<file path="src/rtl/lcd_init_seq_pkg.sv">
// Shared definitions for the HD44780 LCD init sequencer and the button-side
// writer: command bytes, sequencer state encoding and a small helper.
package lcd_init_seq_pkg;

  // HD44780 instruction bytes used during 8-bit initialisation.
  localparam logic [7:0] LCD_FUNC_SET_8B = 8'h38;
  localparam logic [7:0] LCD_DISP_ON     = 8'h0C;
  localparam logic [7:0] LCD_CLEAR       = 8'h01;
  localparam logic [7:0] LCD_ENTRY_INC   = 8'h06;

  // Index of the last entry in the command table.
  localparam logic [2:0] CMD_LAST = 3'd6;

  typedef enum logic [2:0] {
    S_POWERUP = 3'd0,
    S_SETUP   = 3'd1,
    S_EHIGH   = 3'd2,
    S_WAIT    = 3'd3,
    S_DONE    = 3'd4
  } state_t;

  function automatic int unsigned max_u(input int unsigned a, input int unsigned b);
    return (a > b) ? a : b;
  endfunction

endpackage

</file>
<file path="src/rtl/lcd_delay_cnt.sv">
// Loadable down-counter shared by the LCD init sequencer and the button-side
// LCD writer. load takes priority; the count parks at zero and never wraps.
module lcd_delay_cnt #(
  parameter int unsigned CNT_W = 20
) (
  input  logic             clk,
  input  logic             rst_n,
  input  logic             load,
  input  logic [CNT_W-1:0] load_val,
  output logic             done
);

  logic [CNT_W-1:0] cnt;

  // Count register: reload on request, otherwise decrement until zero.
  always_ff @(posedge clk or negedge rst_n) begin
    if (!rst_n) begin
      cnt <= '0;
    end else if (load) begin
      // NOTE: non-blocking assignment keeps every flop sampling pre-edge values,
      // so the order of sequential blocks cannot change behaviour.
      cnt <= load_val;
    end else if (cnt != '0) begin
      cnt <= cnt - 1'b1;
    end
  end

  assign done = (cnt == '0);

endmodule

</file>
<file path="src/rtl/lcd_init_seq.sv">
// Power-up initialisation sequencer for an HD44780 LCD in 8-bit mode. Walks a
// fixed seven-entry command table, strobing E with setup/high/wait timing, then
// raises init_complete_flag to hand the bus to the user path.
module lcd_init_seq
  import lcd_init_seq_pkg::*;
#(
  parameter int unsigned T_POWERUP = 750000,
  parameter int unsigned T_E_SETUP = 2,
  parameter int unsigned T_E_HIGH  = 12,
  parameter int unsigned T_WAKE1   = 205000,
  parameter int unsigned T_WAKE2   = 5000,
  parameter int unsigned T_CMD     = 2000,
  parameter int unsigned T_CLEAR   = 82000,
  parameter int unsigned CNT_W     = 20
) (
  input  logic       clk,
  input  logic       rst_n,
  output logic       RW_init_lcd,
  output logic       RS_init_lcd,
  output logic [7:0] data_init_lcd,
  output logic       E_init_lcd,
  output logic       init_complete_flag
);

  localparam int unsigned T_MAX = max_u(max_u(max_u(T_POWERUP, T_E_SETUP), max_u(T_E_HIGH, T_WAKE1)),
                                        max_u(max_u(T_WAKE2, T_CMD), T_CLEAR));

  // Elaboration-time guards: the counter must hold every delay, and no delay may be zero.
  if ((64'd1 << CNT_W) <= 64'(T_MAX)) begin : g_cnt_w_chk
    $error("lcd_init_seq: CNT_W=%0d cannot hold delay %0d", CNT_W, T_MAX);
  end
  if (T_POWERUP == 0 || T_E_SETUP == 0 || T_E_HIGH == 0 || T_WAKE1 == 0 ||
      T_WAKE2 == 0 || T_CMD == 0 || T_CLEAR == 0) begin : g_zero_chk
    $error("lcd_init_seq: every T_* delay must be at least 1");
  end

  state_t           state, state_nxt;
  logic [2:0]       idx, idx_nxt;
  logic             armed;
  logic             cnt_load;
  logic [CNT_W-1:0] cnt_val;
  logic             cnt_done;
  logic [7:0]       data_nxt;

  // Command ROM: instruction byte for each table entry.
  function automatic logic [7:0] cmd_byte(input logic [2:0] i);
    case (i)
      3'd0, 3'd1, 3'd2, 3'd3: return LCD_FUNC_SET_8B;
      3'd4:                   return LCD_DISP_ON;
      3'd5:                   return LCD_CLEAR;
      3'd6:                   return LCD_ENTRY_INC;
      default:                return 8'h00;
    endcase
  endfunction

  // Post-command wait ROM, pre-decremented for the counter's load convention.
  function automatic logic [CNT_W-1:0] wait_len(input logic [2:0] i);
    case (i)
      3'd0:    return CNT_W'(T_WAKE1 - 1);
      3'd1:    return CNT_W'(T_WAKE2 - 1);
      3'd5:    return CNT_W'(T_CLEAR - 1);
      default: return CNT_W'(T_CMD - 1);
    endcase
  endfunction

  lcd_delay_cnt #(.CNT_W(CNT_W)) u_delay (
    .clk      (clk),
    .rst_n    (rst_n),
    .load     (cnt_load),
    .load_val (cnt_val),
    .done     (cnt_done)
  );

  // Next-state, table index and delay-load decode.
  always_comb begin
    // NOTE: every output of this block gets a default first, so no path can
    // leave a value unassigned and infer a latch.
    state_nxt = state;
    idx_nxt   = idx;
    cnt_load  = 1'b0;
    cnt_val   = '0;
    case (state)
      S_POWERUP: begin
        // The counter comes out of reset at zero, so the power-up delay is
        // loaded on the first cycle and only then allowed to expire.
        if (!armed) begin
          cnt_load = 1'b1;
          cnt_val  = CNT_W'(T_POWERUP - 1);
        end else if (cnt_done) begin
          state_nxt = S_SETUP;
          cnt_load  = 1'b1;
          cnt_val   = CNT_W'(T_E_SETUP - 1);
        end
      end
      S_SETUP: if (cnt_done) begin
        state_nxt = S_EHIGH;
        cnt_load  = 1'b1;
        cnt_val   = CNT_W'(T_E_HIGH - 1);
      end
      S_EHIGH: if (cnt_done) begin
        state_nxt = S_WAIT;
        cnt_load  = 1'b1;
        cnt_val   = wait_len(idx);
      end
      S_WAIT: if (cnt_done) begin
        if (idx == CMD_LAST) begin
          state_nxt = S_DONE;
        end else begin
          state_nxt = S_SETUP;
          idx_nxt   = idx + 3'd1;
          cnt_load  = 1'b1;
          cnt_val   = CNT_W'(T_E_SETUP - 1);
        end
      end
      S_DONE:  state_nxt = S_DONE;
      default: state_nxt = S_POWERUP;
    endcase
  end

  // Bus data follows the command while it is being set up, strobed and held.
  always_comb begin
    data_nxt = 8'h00;
    if (state_nxt == S_SETUP || state_nxt == S_EHIGH || state_nxt == S_WAIT) begin
      data_nxt = cmd_byte(idx_nxt);
    end
  end

  // Sequencer state, table index and power-up arming flag.
  always_ff @(posedge clk or negedge rst_n) begin
    if (!rst_n) begin
      state <= S_POWERUP;
      idx   <= 3'd0;
      armed <= 1'b0;
    end else begin
      state <= state_nxt;
      idx   <= idx_nxt;
      if (state == S_POWERUP) armed <= 1'b1;
    end
  end

  // Registered LCD outputs, decoded from the next state so they change on the
  // same edge as the state and never glitch.
  always_ff @(posedge clk or negedge rst_n) begin
    if (!rst_n) begin
      data_init_lcd      <= 8'h00;
      E_init_lcd         <= 1'b0;
      init_complete_flag <= 1'b0;
    end else begin
      data_init_lcd      <= data_nxt;
      E_init_lcd         <= (state_nxt == S_EHIGH);
      init_complete_flag <= (state_nxt == S_DONE);
    end
  end

  // Initialisation only ever writes instructions.
  assign RW_init_lcd = 1'b0;
  assign RS_init_lcd = 1'b0;

endmodule

</file>
<file path="config.mk">
export PLATFORM = sky130hd
export DESIGN_NAME = lcd_init_seq
export DESIGN_NICKNAME = d
export VERILOG_FILES = /design/src/rtl/lcd_init_seq_pkg.sv /design/src/rtl/lcd_delay_cnt.sv /design/src/rtl/lcd_init_seq.sv
export SDC_FILE = /design/constraint.sdc
export NUM_CORES = 1
export LEC_CHECK = 0
export BUFFER_PORTS_ARGS = -buffer_cell sky130_fd_sc_hd__buf_2
export CORE_MARGIN = 4
export CORE_UTILIZATION = 39
export CTS_BUF_LIST = sky130_fd_sc_hd__clkbuf_16
export DETAILED_ROUTE_END_ITERATION = 12
export PLACE_DENSITY = 0.61
export SLEW_MARGIN = 20
export SYNTH_ARGS = -nofsm -noshare
export SYNTH_HDL_FRONTEND = slang
export SYNTH_SLANG_ARGS = --single-unit
</file>
<file path="constraint.sdc">
create_clock -name clk -period 4.2 [get_ports clk]
set_input_delay 0 -clock clk [delete_from_list [all_inputs] [get_ports clk]]
set_output_delay 0 -clock clk [all_outputs]
set_load 0.05 [all_outputs]
</file>
; Word-level counts from Yosys, hierarchy flattened
; Index checks and enable logic that the tools add are counted.
[word_totals]
register_bits = 37
inputBits = 2
output_inout_bits = 12
word_cells = 63
[op_classes]
n_reduce_logical = 10
eq_ne = 17
add_sub_neg = 2
mux = 27
[op_table]
columns = cell, n
row1 = 20-bit case mux with 4 select lines, 1
row2 = 20-bit two-way mux, 3
row3 = 18-bit case mux with 3 select lines, 1
row4 = 3-bit two-way mux, 9
row5 = 6-bit case mux with 4 select lines, 1
row6 = 3-bit == test (second input constant), 7
row7 = 20-bit zero test, 1
row8 = 20-bit nonzero test, 1
row9 = 20-bit by 1-bit subtractor with 20-bit output (second input constant), 1
row10 = 3-bit by 2-bit == test with 1-bit output (second input constant), 6
row11 = 18-bit two-way mux, 1
row12 = 3-bit case mux with 5 select lines, 1
row13 = 3-bit by 1-bit == test with 1-bit output (second input constant), 4
row14 = 3-bit zero test, 3
row15 = 1-bit two-way mux, 7
row16 = 6-bit two-way mux, 1
row17 = 4-bit two-way mux, 1
row18 = 4-bit OR reduction, 1
row19 = 3-bit by 1-bit adder with 3-bit output (second input constant), 1
row20 = 1-bit case mux with 3 select lines, 1
row21 = 1-bit logical OR, 2
row22 = 2-bit nonzero test, 1
row23 = 2-bit OR reduction, 1

; Depth between registers and ports, before layout
; Gate-level depths: netlist of the first run.
[depth]
ltp_word = 8
mapped_depth = 9

; Modules after synthesis
; A second synthesis of the first run with hierarchy kept.
[hier_totals]
hier_cells = 232
hier_area_um2 = 2139.6
[by_module_without_submodules]
columns = module, n_inst, cells_each, area_per_inst_um2
row1 = lcd_delay_cnt, 1, 123, 1202.4
row2 = lcd_init_seq, 1, 109, 937.1

; Worst setup path after synthesis of the first run
; OpenSTA, ideal clock, no wires.
[synth_path]
path_type = reg2reg
startpoint = reg u_delay.cnt[6]
endpoint = reg u_delay.cnt[17]
setup_slack_ps = 1768
arrival_ps = 2361
path_stages_with_launch = 7
period_less_slack_ps = 2432
setup_time_ps = 71
n_path_buf = 1
path_cell_list = dfrtp_1 or4_4 or3_1 buf_6 or4b_4 or3_1 nand4_1
[synth_via]
elab_chain_cells = 5
[synth_lines]
columns = element, line
row1 = "start, declared", lcd_delay_cnt.sv:13  ; logic [CNT_W-1:0] cnt;
row2 = "start signal, assigned", lcd_delay_cnt.sv:22  ; cnt <= load_val;
row3 = "start signal, assigned", lcd_delay_cnt.sv:24  ; cnt <= cnt - 1'b1;
row4 = "parallel branches: the longest is 5 deep, another holds 20-bit by 1-bit subtractor with 20-bit output", -
; Parallel ways; which one is timed is not known. The select of a mux whose other input is x is not followed.
; A chain may end at the register's enable or synchronous reset.

; Worst setup path in the final report of the first run
[layout_path]
startpoint = reg u_delay.cnt[6]
endpoint = reg data_init_lcd[1]
[layout_via]
elab_chain_cells = 8
[layout_lines]
columns = element, line
row1 = 20-bit zero test *, lcd_delay_cnt.sv:28  ; assign done = (cnt == '0);
row2 = 3-bit two-way mux, lcd_init_seq.sv:89  ; end else if (cnt_done) begin
row3 = 3-bit two-way mux, lcd_init_seq.sv:86  ; if (!armed) begin
row4 = 3-bit case mux with 5 select lines, lcd_init_seq.sv:82  ; case (state)
row5 = 3-bit by 1-bit == test with 1-bit output / 3-bit by 2-bit == test with 1-bit output (equally long branches), lcd_init_seq.sv:123  ; if (state_nxt == S_SETUP || state_nxt == S_EHIGH || state_nxt == S_WAIT) begin
row6 = 1-bit logical OR (2 in a row), lcd_init_seq.sv:123
row7 = 6-bit two-way mux *, lcd_init_seq.sv:123
row8 = net data_nxt[1], lcd_init_seq.sv:43  ; logic [7:0] data_nxt;
row9 = "end signal, assigned", lcd_init_seq.sv:149  ; data_init_lcd <= data_nxt;
row10 = "end, declared", lcd_init_seq.sv:20  ; output logic [7:0] data_init_lcd,
; Mark *: on every way through the listed nets, which the timed path passes. The rest lies on a longest branch.

==> results of run 1 <==
## Yosys cell counts, types with 5 or more instances
master     n  area [sq um]
buf_4      5          37.5
a21oi_1    7          35.0
nor2_1    26          97.6
nand2_1   18          67.6
inv_1     11          41.3
dfrtp_1   34           851
xor2_1     5          43.8
xnor2_1   12           105
clkbuf_1   5          18.8
nor3_1     6          30.0
o21ai_0   11          55.1
ha_1       7          87.6
nand3_1    7          35.0
## layout make-up
class | instances | share of cell area, %
Clock inverter | 3 | 0.577
Inverter | 11 | 1.91
Tap cell | 67 | 3.87
Sequential cell | 34 | 39.3
Clock buffer | 5 | 5.77
Multi-Input combinational cell | 151 | 45.7
Timing Repair Buffer | 11 | 2.89
## cells by family after synthesis
logic type      Yosys count  synth area share, %
fa+ha+maj                 7                 4.47
simple gates             85                 23.9
xor+xnor                 17                 7.59
mux                       3                 1.53
other cells               1                0.191
buf+inv                  25                 6.64
compound gates           35                 12.3
flops                    34                 43.4
## worst max-delay path, stage by stage (launching register included)
cell      delay [ps]
dfrtp_1          400
or4_4            560
or3_1            530
nor2_1           500
buf_4            300
a211o_1          190
nand2b_4         150
nor3_2            40
## routing by layer
metal  up-vias  global-route usage (%)  share of wire [%]
li1        723                       -                  -
met1       706                    18.9                 48
met2        16                    23.2                 48
met3         9                    3.06                2.0
met4         0                    6.19                2.1
met5         -                       0                  0
## report_power, final
part	internal, mW	total (mW)	switching [mW]
Clock	0.214	0.344	0.130
Sequential	0.328	0.328	0
Combinational	0.000932	0.0148	0.0139
Total	0.543	0.687	0.144
## state kept, by name, summed over array words and instances (netlist names)
signal,cells
E_init_lcd,1
armed,1
init_complete_flag,1
data_init_lcd,5
idx,3
state,3
u_delay.cnt,20
## final timing paths
kind                                          to  slack, ps  cells after the start
worst max-delay path            data_init_lcd[1]       1390                      7
worst min-delay path             u_delay.cnt[11]        330                      2
worst max register to register  data_init_lcd[1]       1390                      7
worst min register to register             armed        520                      2
max in group asynchronous       data_init_lcd[2]       3400                      2
min in group clk                           armed        520                      2
## per-stage QoR
step                      area, sq um  cells  utilization [%]  power (mW)  hold slack, ps
after floorplan                  1970    210                -       0.344            -296
after global placement           2020    273             42.2       0.348             103
after detailed placement         2020    273             42.2       0.348             114
after CTS                        2170    282             45.3       0.697             368
after global routing             2170    282             45.3       0.712             410
final                            2170    282             45.3       0.687             329
## cell usage in the layout (no fill, tap or decap), types with 5 or more instances in the layout
| cell type | synthesis | layout |
|---|---|---|
| nand2_1 | 18 | 18 |
| clkbuf_16 | 0 | 5 |
| nor3_1 | 6 | 6 |
| nand3_1 | 7 | 7 |
| dfrtp_1 | 34 | 34 |
| a21oi_1 | 7 | 7 |
| o21ai_0 | 11 | 11 |
| xnor2_1 | 12 | 12 |
| nor2_1 | 26 | 26 |
| ha_1 | 7 | 7 |
| xor2_1 | 5 | 5 |
| buf_2 | 2 | 9 |
| inv_1 | 11 | 12 |
## repair_timing
action | 4_1_cts | 5_1_grt
setup endpoints to repair | 0 | 0
hold endpoints to repair | 34 | 0
resized for setup | 0 | 0
hold buffers | 1 | 0
==> insert_results.sql, run 1 <==
INSERT INTO impl_metrics (metric_group, metric, value, unit) VALUES
('run_status', 'outcome', 'completed', ''),
('floorplan', 'io_pins', '14', ''),
('job', 'maxCapViolations', '0', ''),
('floorplan', 'die_w', '78.9', 'um'),
('place', 'buffer_ports.inserted', '9', ''),
('layout', 'ff_latch_area', '851', 'sq um'),
('worst_hold_path', 'hold_path.class', 'input port to async pin', ''),
('sta', 'finalSetupViolCount', '0', ''),
('grt', 'grt_antenna_before_repair', '0', ''),
('floorplan', 'die_y', '78.9', 'um'),
('layout', 'diodes', '0', ''),
('routing', 'first_pass_iters', '4', ''),
('place', 'globalplace.congestion', '0.746', ''),
('yosys', 'synthesis.area', '1960', 'sq um'),
('critical_path', 'setup.worst_path.class', 'register to register', ''),
('layout', 'net_count_reported_at_finish', '223', ''),
('clocking', 'h-tree-depth', '2', ''),
('sta', 'fin_crit', '2810', 'ps'),
('yosys', 'synth-async-reset-ratio', '100', '%'),
('routing', 'detail_route.vias_per_cell', '5.16', ''),
('layout', 'final_layout_fill_cell_count', '471', ''),
('routing', 'routed_length_per_placed_instance', '14.1', 'um'),
('routing', 'residual_drc_count', '0', ''),
('routing', 'drt_first_iter_violations', '106', ''),
('critical_path', 'worstPathMaxFanout', '14', ''),
('yosys', 'synth.yosys.seq_area_share', '43.4', '%'),
('yosys', 'syn-mean-instance-area', '9.47', 'sq um'),
('sta', 'summed_negative_setup_slack_over_all_endpoints', '0', 'ps'),
('layout', 'area_used_by_multi_input_combinational_logic', '991', 'sq um'),
('sta', 'hold_viol', '0', ''),
('sta', 'fmax', '356', 'MHz'),
('pwr', 'p_leak', '0.885', 'nW'),
('place', 'placement.setup.worst_slack', '1410', 'ps'),
('layout', 'layout_cells_sized_above_1', '14.0', '%'),
('yosys', 'synthFlopType', 'dfrtp_1', ''),
('routing', 'drtAntennaViolNets', '0', ''),
('yosys', 'synth_enable_flop_cells', '0', ''),
('yosys', 'synthesis.yosys.warnings', '0', ''),
('sta', 'timing.clock.skew', '4.25', 'ps'),
('clocking', 'tritoncts_num_sinks', '34', ''),
('critical_path', 'crit_arrival', '2960', 'ps'),
('grt', 'first_global_vias', '1501', ''),
('routing', 'route.final.wire_length', '3.96', 'mm'),
('critical_path', 'worstSetupEndpointType', 'register', ''),
('sta', 'max_slew.worst_pin.slew', '741', 'ps'),
('critical_path', 'timing.critical_path.required', '4350', 'ps'),
('clocking', 'max_buffers_root_to_sink', '2', ''),
('routing', 'num_vias', '1454', ''),
('pwr', 'peakVddDrop', '188', 'uV'),
('grt', 'grt_first_pass_wirelength', '7.04', 'mm'),
('yosys', 'post_synth_inst_count', '207', ''),
('floorplan', 'die-area', '6230', 'sq um'),
('critical_path', 'cp-startpoint', 'u_delay.cnt[6]', ''),
('yosys', 'ys_seq_elements', '34', ''),
('clocking', 'clk_pin_slew', '50', 'ps'),
('grt', 'grt_max_degree', '35', ''),
('sta', 'final-max-slew-violation-count', '0', ''),
('place', 'hpwl_after_detailed_placement', '2.83', 'mm'),
('floorplan', 'core-area', '4790', 'sq um'),
('layout', 'area_growth', '10.5', '%'),
('clocking', 'cts_setup_buffers', '0', ''),
('sta', 'max-slew-margin-rel', '50.6', '%'),
('critical_path', 'critPathLaunchType', 'register', ''),
('yosys', 'ys_types', '47', ''),
('pwr', 'p_per_area', '317', 'nW/um^2'),
('sta', 'setup_repair_after_global_routing_missed_its_margin', 'no', ''),
('grt', 'global_route.overflow_total', '0', ''),
('grt', 'grt_util_all_layers', '14.5', '%'),
('sta', 'worst_slack', '1390', 'ps'),
('clocking', 'numCtsBuffers', '5', ''),
('clocking', 'cts_root_buf', 'clkbuf_16', ''),
('floorplan', 'row_count', '25', ''),
('clocking', 'cts_tree', 'yes', ''),
('critical_path', 'r2r-start', 'u_delay.cnt[6]', ''),
('sta', 'min_period_over_period', '66.9', '%'),
('clocking', 'worstSkewPairLatency', '280', 'ps'),
('floorplan', 'floorplan.initialDensity', '41.0', '%');
(Power assumes the default switching activity.)
==> run 2: changes to the inputs <==
PLACE_DENSITY = 0.63   (was 0.61)
clock period = 2.34 ns   (was 4.2 ns; I/O delays follow)
==> run 2 against run 1 <==
The run now ends with negative setup slack left. Highest routed layer unchanged. Clock-buffer cell count did not move. Largest power group unchanged. Via count increased by 11%. Wire length increased by 20%. Final area increased by 22%.
==> insert_results.sql, run 2 (synthesized netlist as in run 1, its figures left out) <==
INSERT INTO impl_metrics (metric_group, metric, value, unit) VALUES
('run_status', 'outcome', 'finished, violations left', ''),
('run_status', 'failing_checks', 'negative setup slack', ''),
('grt', 'grt_antenna_before_repair', '0', ''),
('floorplan', 'core-area', '4790', 'sq um'),
('critical_path', 'critPathLaunchType', 'register', ''),
('clocking', 'clk_pin_slew', '50', 'ps'),
('sta', 'finalSetupViolCount', '13', ''),
('critical_path', 'critical_path.max_stage_delay', '540', 'ps'),
('layout', 'diodes', '0', ''),
('floorplan', 'row_count', '25', ''),
('layout', 'layout.cells.most_common', 'dfrtp_1', ''),
('critical_path', 'worstPathMaxFanout', '8', ''),
('critical_path', 'rr_endpoint', 'data_init_lcd[0]', ''),
('critical_path', 'cp-startpoint', 'u_delay.cnt[4]', ''),
('layout', 'layout_common_cells', 'dfrtp_1 (34), buf_4 (32), nor2_1 (22), nand2_1 (18), inv_1 (13)', ''),
('grt', 'grt_max_degree', '35', ''),
('critical_path', 'crit_arrival', '2610', 'ps'),
('sta', 'max_slew.worst_pin.slew', '782', 'ps'),
('place', 'total_instance_count_after_detailed_placement', '302', ''),
('routing', 'detail_route.vias_per_cell', '5.09', ''),
('critical_path', 'worst_r2r_path_depth', '7', ''),
('clocking', 'cts_tree', 'yes', ''),
('sta', 'worst_slack', '-68.3', 'ps'),
('floorplan', 'die_w', '78.9', 'um'),
('clocking', 'numCtsBuffers', '5', ''),
('clocking', 'worstSkewPairLatency', '280', 'ps'),
('layout', 'area_growth', '34.5', '%'),
('sta', 'max-slew-margin-rel', '47.9', '%'),
('critical_path', 'worstSetupEndpointType', 'register', ''),
('floorplan', 'die_y', '78.9', 'um'),
('clocking', 'cts_root_buf', 'clkbuf_16', ''),
('critical_path', 'setup.worst_path.class', 'register to register', ''),
('sta', 'timing.clock.skew', '5.76', 'ps'),
('place', 'placed_area', '2240', 'sq um'),
('floorplan', 'die-area', '6230', 'sq um'),
('place', 'globalplace.congestion', '0.793', ''),
('sta', 'fmax', '415', 'MHz'),
('grt', 'grt_util_all_layers', '16.6', '%'),
('routing', 'route.final.wire_length', '4.76', 'mm'),
('clocking', 'tritoncts_num_sinks', '34', ''),
('pwr', 'peakVddDrop', '310', 'uV'),
('place', 'buffer_ports.inserted', '9', ''),
('routing', 'drtAntennaViolNets', '0', ''),
('worst_hold_path', 'hold_path.class', 'input port to async pin', ''),
('layout', 'layout_cells_sized_above_1', '33.2', '%'),
('job', 'maxCapViolations', '0', ''),
('place', 'hpwl_after_detailed_placement', '3.10', 'mm'),
('routing', 'met2_wirelength', '2.39', 'mm'),
('routing', 'num_vias', '1615', ''),
('critical_path', 'regToRegSetupSlack', '-70', 'ps'),
('sta', 'setup_repair_after_global_routing_missed_its_margin', 'yes', ''),
('sta', 'hold_viol', '0', ''),
('sta', 'final-max-slew-violation-count', '0', ''),
('routing', 'met3_wirelength', '134', 'um'),
('grt', 'first_global_vias', '1617', ''),
('clocking', 'h-tree-depth', '2', ''),
('layout', 'stdcell_area', '2640', 'sq um'),
('sta', 'fin_crit', '2410', 'ps'),
('layout', 'reg.largest.list', 'u_delay.cnt x20, data_init_lcd x5', ''),
('critical_path', 'crit_slowest_cell', 'or4_4', ''),
('layout', 'regMostFlops', 'u_delay.cnt', ''),
('sta', 'min_period_over_period', '103', '%'),
('routing', 'highest-signal-layer', 'met4', ''),
('layout', 'largest_register_ff_count', '20', ''),
('layout', 'net_count_reported_at_finish', '258', ''),
('routing', 'met1_length', '2.19', 'mm'),
('critical_path', 'top_delay_family_on_crit_path', 'simple AND/OR/NAND/NOR gates', ''),
('clocking', 'max_buffers_root_to_sink', '2', ''),
('critical_path', 'r2r-start', 'u_delay.cnt[4]', ''),
('critical_path', 'timing.critical_path.required', '2540', 'ps'),
('critical_path', 'cp_cell_sequence', 'or4_4 -> or3_4 -> buf_12 -> o31a_2 -> a211o_1 -> nand2b_4 -> nor3_2', ''),
('critical_path', 'setup.worst_path.end', 'data_init_lcd[0]', ''),
('sta', 'summed_negative_setup_slack_over_all_endpoints', '-628', 'ps'),
('pwr', 'p_per_area', '509', 'nW/um^2'),
('floorplan', 'io_pins', '14', ''),
('routing', 'first_pass_iters', '4', ''),
('routing', 'routed_length_per_placed_instance', '15.0', 'um'),
('routing', 'drt_first_iter_violations', '64', ''),
('critical_path', 'path_depth', '7', ''),
('grt', 'grt_first_pass_wirelength', '7.94', 'mm'),
('routing', 'residual_drc_count', '0', ''),
('pwr', 'p_leak', '1.13', 'nW'),
('floorplan', 'floorplan.initialDensity', '41.0', '%'),
('layout', 'final-instance-count-excl-fill', '317', ''),
('grt', 'global_route.overflow_total', '0', ''),
('critical_path', 'critPathBufInv', '1', ''),
('place', 'placement.setup.worst_slack', '-118', 'ps');
==> run 2: what timing repair did <==
action / in CTS / in global routing
buffers inserted: 1 / 4
setup endpoints to repair: 21 / 22
hold endpoints to repair: 34 / 0
pin swaps: 5 / 5
hold buffers: 1 / 0
gates cloned: 0 / 1
resized for setup: 20 / 12
==> run 2: metrics by stage <==
step                      utilization, %  total power, mW  hold WS (ps)
after floorplan                        -            0.618          -296
after global placement              46.7            0.625           111
after detailed placement            46.7            0.625           115
after CTS                           52.7             1.36           375
after global routing                55.1             1.39           412
final                               55.1             1.34           345
==> run 2: final cells by class <==
class | count | area [sq um]
Multi-Input combinational cell | 151 | 1130
Timing Repair Buffer | 46 | 367
Inverter | 11 | 41.3
Fill cell | 432 | 2150
Clock buffer | 5 | 125
Tap cell | 67 | 83.8
Sequential cell | 34 | 851
Clock inverter | 3 | 37.5
==> run 2: where the power goes <==
group | total, mW | switching (mW) | internal, mW
sequential | 0.589 | 0 | 0.589
clock | 0.727 | 0.233 | 0.494
combinational | 0.0272 | 0.0255 | 0.00167
==> run 2: per-layer routing <==
| layer | up-vias | GRT usage [%] |
|---|---|---|
| met4 | 0 | 5.50 |
| li1 | 794 | - |
| met5 | - | 0 |
| met3 | 6 | 4.88 |
| met1 | 795 | 21.1 |
| met2 | 20 | 27.3 |
==> run 2: worst min-delay path by stage <==
stage / end / slack [ps] / cells after the start
6_report: u_delay.cnt[3] / 340 / 2
5_1_grt: u_delay.cnt[18] / 410 / 2
4_1_cts: u_delay.cnt[18] / 370 / 2
3_5_place_dp: u_delay.cnt[18] / 120 / 1
3_3_place_gp: u_delay.cnt[19] / 110 / 1
2_1_floorplan: E_init_lcd / -300 / 0
==> run 3: changes to the inputs <==
==> constraint.sdc (replaced) <==
create_clock -name clk -period 2.34 [get_ports clk]
set_input_delay 0.351 -clock clk [delete_from_list [all_inputs] [get_ports clk]]
set_output_delay 0.351 -clock clk [all_outputs]
set_load 0.05 [all_outputs]
==> run 3 against run 2 <==
The run still ends with negative setup slack left. First-iteration DRC count increased by 36%. Flip-flop and latch count unchanged. Sequential share of layout area increased by 0.12 points. Combinational power decreased by 5%. Critical endpoint is now u_delay.cnt[18]. Critical path depth unchanged. Fmax about the same. Wire length about the same. Total power about the same. Register-to-register slack about the same.
==> insert_results.sql, run 3 (synthesized netlist as in run 1, its figures left out) <==
INSERT INTO impl_metrics (metric_group, metric, value, unit) VALUES
('routing', 'drtAntennaViolNets', '0', ''),
('grt', 'global_route.overflow_total', '0', ''),
('layout', 'final-instance-count-excl-fill', '316', ''),
('critical_path', 'setup.worst_path.class', 'register to register', ''),
('sta', 'summed_negative_setup_slack_over_all_endpoints', '-671', 'ps'),
('worst_hold_path', 'hold_path.class', 'input port to async pin', ''),
('grt', 'grt_antenna_before_repair', '0', ''),
('layout', 'regMostFlops', 'u_delay.cnt', ''),
('routing', 'num_vias', '1624', ''),
('routing', 'route.final.wire_length', '4.77', 'mm'),
('place', 'buffer_ports.inserted', '9', ''),
('layout', 'stdcell_area', '2630', 'sq um'),
('floorplan', 'row_count', '25', ''),
('place', 'total_instance_count_after_detailed_placement', '302', ''),
('layout', 'layout_cells_sized_above_1', '33.3', '%'),
('layout', 'area_growth', '34.0', '%'),
('layout', 'layout.cells.most_common', 'dfrtp_1', ''),
('critical_path', 'critPathLaunchType', 'register', ''),
('sta', 'worst_slack', '-70.7', 'ps'),
('layout', 'reg.largest.list', 'u_delay.cnt x20, data_init_lcd x5', ''),
('critical_path', 'timing.critical_path.required', '2510', 'ps'),
('layout', 'net_count_reported_at_finish', '257', ''),
('grt', 'first_global_vias', '1617', ''),
('sta', 'fmax', '415', 'MHz'),
('floorplan', 'floorplan.initialDensity', '41.0', '%'),
('clocking', 'worstSkewPairLatency', '280', 'ps'),
('layout', 'layout_common_cells', 'dfrtp_1 (34), buf_4 (32), nor2_1 (22), nand2_1 (18), inv_1 (13)', ''),
('sta', 'final-max-slew-violation-count', '0', ''),
('layout', 'diodes', '0', ''),
('pwr', 'p_leak', '1.12', 'nW'),
('routing', 'routed_length_per_placed_instance', '15.1', 'um'),
('routing', 'drt_first_iter_violations', '87', ''),
('routing', 'first_pass_iters', '5', ''),
('clocking', 'hold_buffer_count_at_cts', '0', ''),
('clocking', 'cts_tree', 'yes', ''),
('grt', 'grt_util_all_layers', '16.6', '%'),
('clocking', 'cts_root_buf', 'clkbuf_16', ''),
('sta', 'fin_crit', '2410', 'ps'),
('grt', 'grt_first_pass_wirelength', '7.94', 'mm'),
('clocking', 'clk_pin_slew', '50', 'ps'),
('place', 'globalplace.congestion', '0.793', ''),
('sta', 'finalSetupViolCount', '13', ''),
('sta', 'max_slew.worst_pin.slew', '774', 'ps'),
('floorplan', 'die_w', '78.9', 'um'),
('floorplan', 'die-area', '6230', 'sq um'),
('sta', 'min_period_over_period', '103', '%'),
('sta', 'max-slew-margin-rel', '48.4', '%'),
('job', 'maxCapViolations', '0', ''),
('routing', 'detail_route.vias_per_cell', '5.14', ''),
('grt', 'grt_max_degree', '35', ''),
('pwr', 'peakVddDrop', '310', 'uV'),
('routing', 'residual_drc_count', '0', ''),
('clocking', 'tritoncts_num_sinks', '34', ''),
('clocking', 'max_buffers_root_to_sink', '2', ''),
('critical_path', 'crit_arrival', '2580', 'ps'),
('run_status', 'outcome', 'finished, violations left', ''),
('sta', 'hold_viol', '0', ''),
('run_status', 'failing_checks', 'negative setup slack', ''),
('clocking', 'h-tree-depth', '2', ''),
('place', 'hpwl_after_detailed_placement', '3.10', 'mm'),
('place', 'placed_area', '2240', 'sq um'),
('sta', 'timing.clock.skew', '5.87', 'ps'),
('floorplan', 'core-area', '4790', 'sq um'),
('sta', 'setup_repair_after_global_routing_missed_its_margin', 'yes', ''),
('layout', 'finalCoreUtilization', '54.9', '%'),
('critical_path', 'worstSetupEndpointType', 'register', ''),
('pwr', 'p_per_area', '511', 'nW/um^2'),
('floorplan', 'die_y', '78.9', 'um'),
('layout', 'largest_register_ff_count', '20', ''),
('critical_path', 'worstPathMaxFanout', '8', ''),
('floorplan', 'io_pins', '14', ''),
('clocking', 'numCtsBuffers', '5', '');
-- run 3: worst paths after layout --
check                             endpoint  cells past startpoint             from  slack (ps)
setup / recovery           u_delay.cnt[18]                      7   u_delay.cnt[4]         -70
hold / removal              u_delay.cnt[3]                      1            rst_n         150
setup reg to reg           u_delay.cnt[18]                      7   u_delay.cnt[4]         -70
hold reg to reg            u_delay.cnt[19]                      2  u_delay.cnt[19]         520
max in group asynchronous            armed                      1            rst_n        1700
min in group clk           u_delay.cnt[19]                      2  u_delay.cnt[19]         520
-- run 3: per-layer routing --
| layer | wire length [um] | global-route usage, % |
|---|---|---|
| met1 | 2190 | 21.0 |
| met2 | 2390 | 27.3 |
| met3 | 134 | 4.99 |
| met4 | 53 | 5.50 |
| met5 | 0 | 0 |
-- run 3: layout make-up --
cell class	count	area, sq um
clock buffers	5	125
clock inverters	3	37.5
fillers	433	2160
inverters	11	41.3
multi-input cells	151	1130
flip-flops and latches	34	851
well taps	67	83.8
repair buffers	45	357
-- run 3: timing repair --
| item | in CTS | in global routing |
|---|---|---|
| pin swaps | 5 | 5 |
| buffers inserted | 1 | 4 |
| endpoints found under the setup margin | 21 | 22 |
| cloned | 0 | 1 |
| gates resized for setup | 20 | 12 |
-- run 3: worst max-delay path, stage by stage (launching register included) --
cell and delay (ps):
dfrtp_1 380, or4_4 540, or3_4 410, buf_12 160, or2_4 290, o31ai_4 310, buf_6 150, nor2_1 50
-- run 3: where the power goes --
| group | switching, mW | internal [mW] |
|---|---|---|
| clock | 0.234 | 0.494 |
| combinational | 0.0253 | 0.000601 |
| sequential | 0 | 0.589 |
-- run 3: metrics by stage --
stage	worst slack (ps)	power (mW)	hold slack, ps
floorplan	-38.0	0.618	55.4
global placement	-68.6	0.625	462
detailed placement	-118	0.625	466
CTS	-62.8	1.36	174
global route	-139	1.39	203
finish	-70.7	1.34	147
